**src/rtl/regfile_wr_sched_pkg.sv**
```systemverilog
// rtl/regfile_wr_sched_pkg.sv - shared defaults and constants for the register-file write scheduler
package regfile_wr_sched_pkg;
    localparam int AW_DEF     = 5;
    localparam int DW_DEF     = 32;
    localparam int N_SLOW_DEF = 2;
    localparam int REG_ZERO   = 0;
    localparam logic RF_IDLE_WE = 1'b0;
endpackage

```
**src/rtl/regfile_wr_sched_rr_arbiter.sv**
```systemverilog
// rtl/regfile_wr_sched_rr_arbiter.sv - N-way round-robin arbiter with block mask, pointer moves past each grant
module regfile_wr_sched_rr_arbiter #(
    parameter int N = 2,
    localparam int PW = (N > 1) ? $clog2(N) : 1
) (
    input  logic          clk,
    input  logic          rst,
    input  logic          block,
    input  logic [N-1:0]  req,
    output logic [N-1:0]  gnt,
    output logic [PW-1:0] gnt_idx
);
    logic [PW-1:0] rr_q, rr_d;
    logic          found;
    int            idx;

    always_comb begin
        gnt     = '0;
        gnt_idx = rr_q;
        rr_d    = rr_q;
        found   = 1'b0;
        idx     = 0;
        if (!block) begin
            for (int k = 0; k < N; k++) begin
                idx = int'(rr_q) + k;
                if (idx >= N) idx = idx - N;
                if (!found && req[idx]) begin
                    found    = 1'b1;
                    gnt[idx] = 1'b1;
                    gnt_idx  = PW'(idx);
                    rr_d     = (idx == N - 1) ? '0 : PW'(idx + 1);
                end
            end
        end
    end

    always_ff @(posedge clk or posedge rst) begin
        if (rst) rr_q <= '0;
        else     rr_q <= rr_d;
    end
endmodule

```
**src/rtl/regfile_wr_sched.sv**
```systemverilog
// rtl/regfile_wr_sched.sv - merges writeback and slow-unit results onto the regfile write port, tracks pending slow writes
module regfile_wr_sched
    import regfile_wr_sched_pkg::*;
#(
    parameter int N_SLOW = N_SLOW_DEF,
    parameter int DW     = DW_DEF,
    parameter int AW     = AW_DEF
) (
    input  logic                 clk,
    input  logic                 rst,
    input  logic                 wb_we,
    input  logic [AW-1:0]        wb_waddr,
    input  logic [DW-1:0]        wb_wdata,
    input  logic [N_SLOW-1:0]    slow_valid,
    output logic [N_SLOW-1:0]    slow_ready,
    input  logic [N_SLOW*AW-1:0] slow_waddr,
    input  logic [N_SLOW*DW-1:0] slow_wdata,
    input  logic                 claim_valid,
    input  logic [AW-1:0]        claim_addr,
    input  logic [AW-1:0]        raddr_1,
    input  logic [AW-1:0]        raddr_2,
    input  logic                 re_1,
    input  logic                 re_2,
    output logic                 stall,
    output logic                 rf_we,
    output logic [AW-1:0]        rf_waddr,
    output logic [DW-1:0]        rf_wdata
);
    localparam int PW   = (N_SLOW > 1) ? $clog2(N_SLOW) : 1;
    localparam int NREG = 1 << AW;

    logic              wb_eff;
    logic [PW-1:0]     gnt_idx;
    logic              slow_xfer;
    logic [AW-1:0]     sel_addr;
    logic [DW-1:0]     sel_data;
    logic              rf_we_q, rf_we_d;
    logic [AW-1:0]     rf_waddr_q, rf_waddr_d;
    logic [DW-1:0]     rf_wdata_q, rf_wdata_d;
    logic [NREG-1:0]   pend_q, pend_d;

    assign wb_eff = wb_we && (wb_waddr != AW'(REG_ZERO));

    // Holding the arbiter blocked during reset keeps slow_ready low while rst is high.
    regfile_wr_sched_rr_arbiter #(.N(N_SLOW)) u_arb (
        .clk     (clk),
        .rst     (rst),
        .block   (wb_eff || rst),
        .req     (slow_valid),
        .gnt     (slow_ready),
        .gnt_idx (gnt_idx)
    );

    assign slow_xfer = |slow_ready;
    assign sel_addr  = slow_waddr[int'(gnt_idx)*AW +: AW];
    assign sel_data  = slow_wdata[int'(gnt_idx)*DW +: DW];

    // Idle must drive address 0: the regfile bypass matches on waddr alone.
    always_comb begin
        rf_we_d    = RF_IDLE_WE;
        rf_waddr_d = '0;
        rf_wdata_d = '0;
        if (wb_eff) begin
            rf_we_d    = 1'b1;
            rf_waddr_d = wb_waddr;
            rf_wdata_d = wb_wdata;
        end else if (slow_xfer && (sel_addr != AW'(REG_ZERO))) begin
            rf_we_d    = 1'b1;
            rf_waddr_d = sel_addr;
            rf_wdata_d = sel_data;
        end
    end

    // Clear before set so a claim in the same cycle as the returning write wins.
    always_comb begin
        pend_d = pend_q;
        if (slow_xfer && (sel_addr != AW'(REG_ZERO)))
            pend_d[sel_addr] = 1'b0;
        if (claim_valid && (claim_addr != AW'(REG_ZERO)))
            pend_d[claim_addr] = 1'b1;
        pend_d[REG_ZERO] = 1'b0;
    end

    always_ff @(posedge clk or posedge rst) begin
        if (rst) begin
            rf_we_q    <= RF_IDLE_WE;
            rf_waddr_q <= '0;
            rf_wdata_q <= '0;
            pend_q     <= '0;
        end else begin
            rf_we_q    <= rf_we_d;
            rf_waddr_q <= rf_waddr_d;
            rf_wdata_q <= rf_wdata_d;
            pend_q     <= pend_d;
        end
    end

    assign stall = !rst &&
                   ((re_1 && (raddr_1 != AW'(REG_ZERO)) && pend_q[raddr_1]) ||
                    (re_2 && (raddr_2 != AW'(REG_ZERO)) && pend_q[raddr_2]));

    assign rf_we    = rf_we_q;
    assign rf_waddr = rf_waddr_q;
    assign rf_wdata = rf_wdata_q;
endmodule
```
**config.mk**
```make
export PLATFORM = sky130hd
export DESIGN_NAME = regfile_wr_sched
export DESIGN_NICKNAME = d
export VERILOG_FILES = /design/src/rtl/regfile_wr_sched_pkg.sv /design/src/rtl/regfile_wr_sched_rr_arbiter.sv /design/src/rtl/regfile_wr_sched.sv
export SDC_FILE = /design/constraint.sdc
export NUM_CORES = 1
export LEC_CHECK = 0
export ABC_AREA = 0
export ABC_CLOCK_PERIOD_IN_PS = 8500
export CELL_PAD_IN_SITES_DETAIL_PLACEMENT = 1
export CELL_PAD_IN_SITES_GLOBAL_PLACEMENT = 2
export CORE_AREA = 2 2 130 132
export CTS_BUF_LIST = sky130_fd_sc_hd__clkbuf_16
export CTS_CLUSTER_DIAMETER = 40
export DETAILED_ROUTE_END_ITERATION = 10
export DIE_AREA = 0 0 132 134
export HOLD_SLACK_MARGIN = 0.03
export PLACE_DENSITY = 0.83
export SETUP_SLACK_MARGIN = 0.05
export SYNTH_ARGS = -nofsm -noshare
export SYNTH_HDL_FRONTEND = slang
export SYNTH_SLANG_ARGS = --single-unit
```
**constraint.sdc**
```tcl
create_clock -name clk -period 8.5 [get_ports clk]
set_clock_uncertainty 0.1 [all_clocks]
set_input_delay 0.85 -clock clk [delete_from_list [all_inputs] [get_ports clk]]
set_output_delay 0.85 -clock clk [all_outputs]
set_load 0.05 [all_outputs]
```
Yosys cells after proc, flatten, opt, wreduce, memory -nomap -nowiden --
Cells that the tools add are included.
Word-level totals: register bits after elaboration 70, bits of input ports 134, output and inout bits 41, logic and storage cells 100
Cells by class: add/sub/neg operators 5, $mul 1, order comparisons 12, eq/ne operators 2, shift-type cells 2, mux-type cells 43, bitwise logic cells 5, reduce and logical (&&, ||, !) cells 25
Operator list (number):
- 32-bit 2-to-1 mux | 8
- 32-bit by 2-bit equality test with 1-bit output (second input constant) | 2
- 32-bit by 1-bit >= comparator with 1-bit output (second input constant) | 2
- 32-bit by 3-bit less-than comparator with 1-bit output (second input constant) | 2
- 64-bit by 7-bit variable part select with 32-bit output | 1
- 32-bit AND | 1
- 32-bit by 3-bit >= comparator with 1-bit output (second input constant) | 1
- 32-bit inverter | 1
- 32-bit OR | 1
- 32-bit by 3-bit subtractor with 32-bit output (second input constant) | 1
- 5-bit nonzero test | 5
- 5-bit by 6-bit less-than comparator with 1-bit output (second input constant) | 4
- 1-bit 2-to-1 mux | 23
- 1-bit logical AND | 13
- 1-bit binary-select mux with 5-bit select | 2
- 1-bit demux with 5-bit select | 2
- 5-bit by 1-bit >= comparator with 1-bit output (second input constant) | 2
- 5-bit 2-to-1 mux | 2
- 10-bit by 5-bit variable part select with 5-bit output | 1
- 2-bit 2-to-1 mux | 4
- 1-bit by 3-bit multiplier with 4-bit output (second input constant) | 1
- 1-bit by 2-bit subtractor with 3-bit output (second input constant) | 1
- 1-bit adder (second input constant) | 2
- 1-bit by 1-bit adder with 2-bit output (second input constant) | 1
- 9 further kinds | 12

Logic depth before layout (Yosys ltp) --
depth in word-level cells 24, gate-level depth with buffers 10, gate-level depth less buffers 9

By module --
From an unflattened synthesis, not the netlist that was laid out.
Unflattened totals: cell total of the unflattened synthesis 372, area, all modules 3822.4 sq um
Modules (own cells, without submodules):
- regfile_wr_sched | instances 1, cells an instance 357, area each 3697.3 sq um, sequential area each 1726.7 sq um
- regfile_wr_sched_rr_arbiter | instances 1, cells an instance 15, area each 125.1 sq um, sequential area each 25.0 sq um

Worst setup path after synthesis --
OpenSTA, ideal clock, no wires.
path type in2out, start point input port wb_waddr[2], end point output port slow_ready[1], data arrival time 4262 ps, slack 3288 ps, stages on the path 4, buffers on the path 1, cell sequence or4_4 > o21a_4 > buf_6 > a2111oi_0
On the way: word-level cells in the longest chain between the ends 4
RTL lines:
- from (decl) | line regfile_wr_sched.sv:12 | input logic [AW-1:0] wb_waddr,
- 5-bit nonzero test | line regfile_wr_sched.sv:42 | assign wb_eff = wb_we && (wb_waddr != AW'(REG_ZERO));
- 1-bit logical AND | line regfile_wr_sched.sv:42
- 1-bit logical OR | line regfile_wr_sched.sv:48 | .block (wb_eff || rst),
- 2-bit 2-to-1 mux | line regfile_wr_sched_rr_arbiter.sv:23 | if (!block) begin
- to (decl) | line regfile_wr_sched.sv:15 | output logic [N_SLOW-1:0] slow_ready,
No other way between the ends.

Worst setup path after layout --
start point input port wb_waddr[2], end point output port slow_ready[0]
Same word-level chain as after synthesis.

==> metrics.cfg <==
[synth]
seq_area_frac_synth=0.389
netlist_instances=472
ys_async_sr_fraction=1.00
yosys_warnings=0
syn_nets=608
synthFlopType=dfrtp_1
avgSynthCellArea_um2=9.55
synth_edf_count=0
synth-seq-cells=70
yosysUniqueCellTypes=48
netlist_area_um2=4510

[timing]
finalSetupTns_ns=0
timing.final.crit_share=0.542
fin_crit_ns=4.61
worstMarginPinSlew_ns=1.46
slew_headroom=0.0233
grt_setup_unrepaired=no
fmax_mhz=217
slew_viol_final=0
finalSetupViolCount=0
hold_viol=0

[detailed_routing]
route.vias.total=4652
drt_first_pass_iters=4
wl_per_cell_um=21.7
antenna_left=0
drc=0
drt-initial-drc-count=203
drt-total-wl_um=18300
via_per_inst=5.51

[min_path]
worstHoldStart=pend_q[31]
min_to=pend_q[31]
min_delay_path_depth=1
hp-class=register to register

[setup_path]
r2r-start=u_arb.rr_q
critPathMaxStageDelay_ns=0.80
r2r_cells=7
worstSetupStartpointType=input pin
critPathKind=input pin to primary output
worst_ep_arrival_time_ns=3.66
worstPathRequired_ns=7.55
path_buf_inv=2
crit_fanout=42
r2r_end=pend_q[18]
ff2ff_setup_slack_ns=5.47
crit_slowest_cell=clkdlybuf4s50_1
cpMostUsedCell=clkdlybuf4s50_1
path_cells=clkdlybuf4s50_1, or4_4, o21a_4, nor2_1, and3_1, clkdlybuf4s50_1
crit_path_end_kind=primary output
crit_family=buffers and inverters

[floorplanning]
core_um2=16300
start_util=0.277
die_x_um=132
num_rows=47
die_h_um=134
num_io_pins=175
die-area_um2=17700

[power_and_ir_drop]
comb_power_share=0.396
finalPower_mw=1.46
pwr-share-clk=0.274
internal_power_mw=0.907
power_frac_seq=0.330
p_leak_nw=2.45
ir_worst_vdd_mv=0.101
swShare=0.378
cellPowerDensity_nw_per_um2=218
power.switching_mw=0.552

[placed_design]
io_buffers=174
gp_congestion=0.892
place_area_um2=6370
hpwl_um=13700

[clocking]
clkTransAtPathRegs_ns=0.06
numCtsBuffers=9
clock-sinks=70
clockBufferDepth=2
ctsHoldBuffers=0
post_cts_buffers=0
cts_tree=done
h-tree-depth=3
cts_root_buffer=clkbuf_16
cts_resized=0
insertion_delay_ns=0.33

[status]
status=completed

[grt]
grtUsageTotal=0.208
antenna_found_initial=0
grt_pass1_vias=5129
grt-ovfl-total=0
grt_pass1_wl_um=28900
grt_max_degree=63

[final_layout]
post-route-cell-area_um2=6690
antenna-diode-count=0
syn2layout_area_growth_pct=48.4
layout-drive-gt1-share=0.0817
final_nets=755

[run]
max_cap_viol_count=0

[flip-flops by register name (all words and copies together), names as in the netlist]
name        flops
rf_we           1
rf_waddr        5
u_arb.rr_q      1
rf_wdata       32
pend_q         31
[power groups by stage]
stage / registers, mW / logic [mW] / clock network [mW]
after floorplan: 0.549 / 0.286 / 0
after global placement: 0.482 / 0.568 / 0
after detailed placement: 0.486 / 0.578 / 0
after CTS: 0.481 / 0.580 / 0.407
after global routing: 0.491 / 0.622 / 0.419
final: 0.481 / 0.578 / 0.400
[cells in the final DEF, fill, tap and decap left out, types with 10 or more instances in the layout]
cell type        synthesis  final
nor2_1                  10     10
o211ai_1                34     34
nand4_1                 53     53
nor3b_1                 12     12
nand3_1                 47     47
dfrtp_1                 70     70
a22o_1                  12     12
mux4_2                  14     14
clkdlybuf4s50_1          0    174
a32o_1                  18     18
nand2_1                 73     73
[synthesized netlist by cell type, types with 2 or more instances]
cell type	count	area share
buf_2	16	0.018
a31oi_1	3	0.0042
o211ai_1	34	0.057
clkbuf_1	22	0.018
mux2i_1	9	0.020
a22oi_1	8	0.013
a22o_1	12	0.023
nor3b_1	12	0.020
and3_1	7	0.0097
nor4_4	5	0.024
nand3b_1	2	0.0033
ha_1	2	0.0056
a21oi_1	2	0.0022
buf_4	3	0.0050
o21ai_1	4	0.0044
nand3_1	47	0.052
nand4_1	53	0.074
and3b_1	7	0.014
o21a_1	2	0.0033
a32o_1	18	0.040
nor3_1	4	0.0044
buf_1	3	0.0025
o21ai_0	2	0.0022
nor2_1	10	0.0083
and2_1	2	0.0028
dfrtp_1	70	0.39
inv_1	7	0.0058
nand2_1	73	0.061
mux4_2	14	0.070
[final cells by class]
class,instances,area [um2]
Clock buffer,9,225
Clock inverter,7,88.8
Fill cell,1863,9600
Inverter,7,26.3
Multi-Input combinational cell,350,2520
Sequential cell,70,1750
Tap cell,220,275
Timing Repair Buffer,181,1790
[routing by layer]
| metal | share of wire | global-route usage | up-vias |
|---|---|---|---|
| met5 | 0 | 0 | - |
| met4 | 0.019 | 0.0646 | 0 |
| met3 | 0.095 | 0.0658 | 18 |
| met2 | 0.48 | 0.359 | 182 |
| met1 | 0.41 | 0.249 | 2327 |
| li1 | - | - | 2125 |
[stage by stage]
stage               cells  hold slack (ns)  setup WS (ns)  utilization
floorplan             472            0.377           3.29            -
global placement      828            0.404           3.95        0.391
detailed placement    828            0.417           3.87        0.391
CTS                   844            0.430           3.86        0.410
global route          844            0.453           3.74        0.410
finish                844            0.437           3.89        0.410
[kinds of logic (layout without fill, tap and decap cells)]
logic type                 Yosys count  after routing  share of synthesized area
AOI/OAI and AO/OA                   91             91                      0.167
buffers and inverters               52            204                     0.0519
adders and majority gates            2              2                    0.00555
DFF                                 70             70                      0.389
and+or+nand+nor                    232            232                      0.292
muxes                               25             25                     0.0949
[worst max path at each step]
stage / start / to / slack, ns / cells after the start
floorplan: wb_waddr[2] / slow_ready[1] / 3.29 / 4
global placement: wb_waddr[2] / slow_ready[0] / 3.95 / 6
detailed placement: wb_waddr[2] / slow_ready[0] / 3.87 / 6
CTS: wb_waddr[2] / slow_ready[1] / 3.86 / 5
global route: wb_waddr[2] / slow_ready[1] / 3.74 / 5
finish: wb_waddr[2] / slow_ready[0] / 3.89 / 6
(Power assumes the default switching activity.)
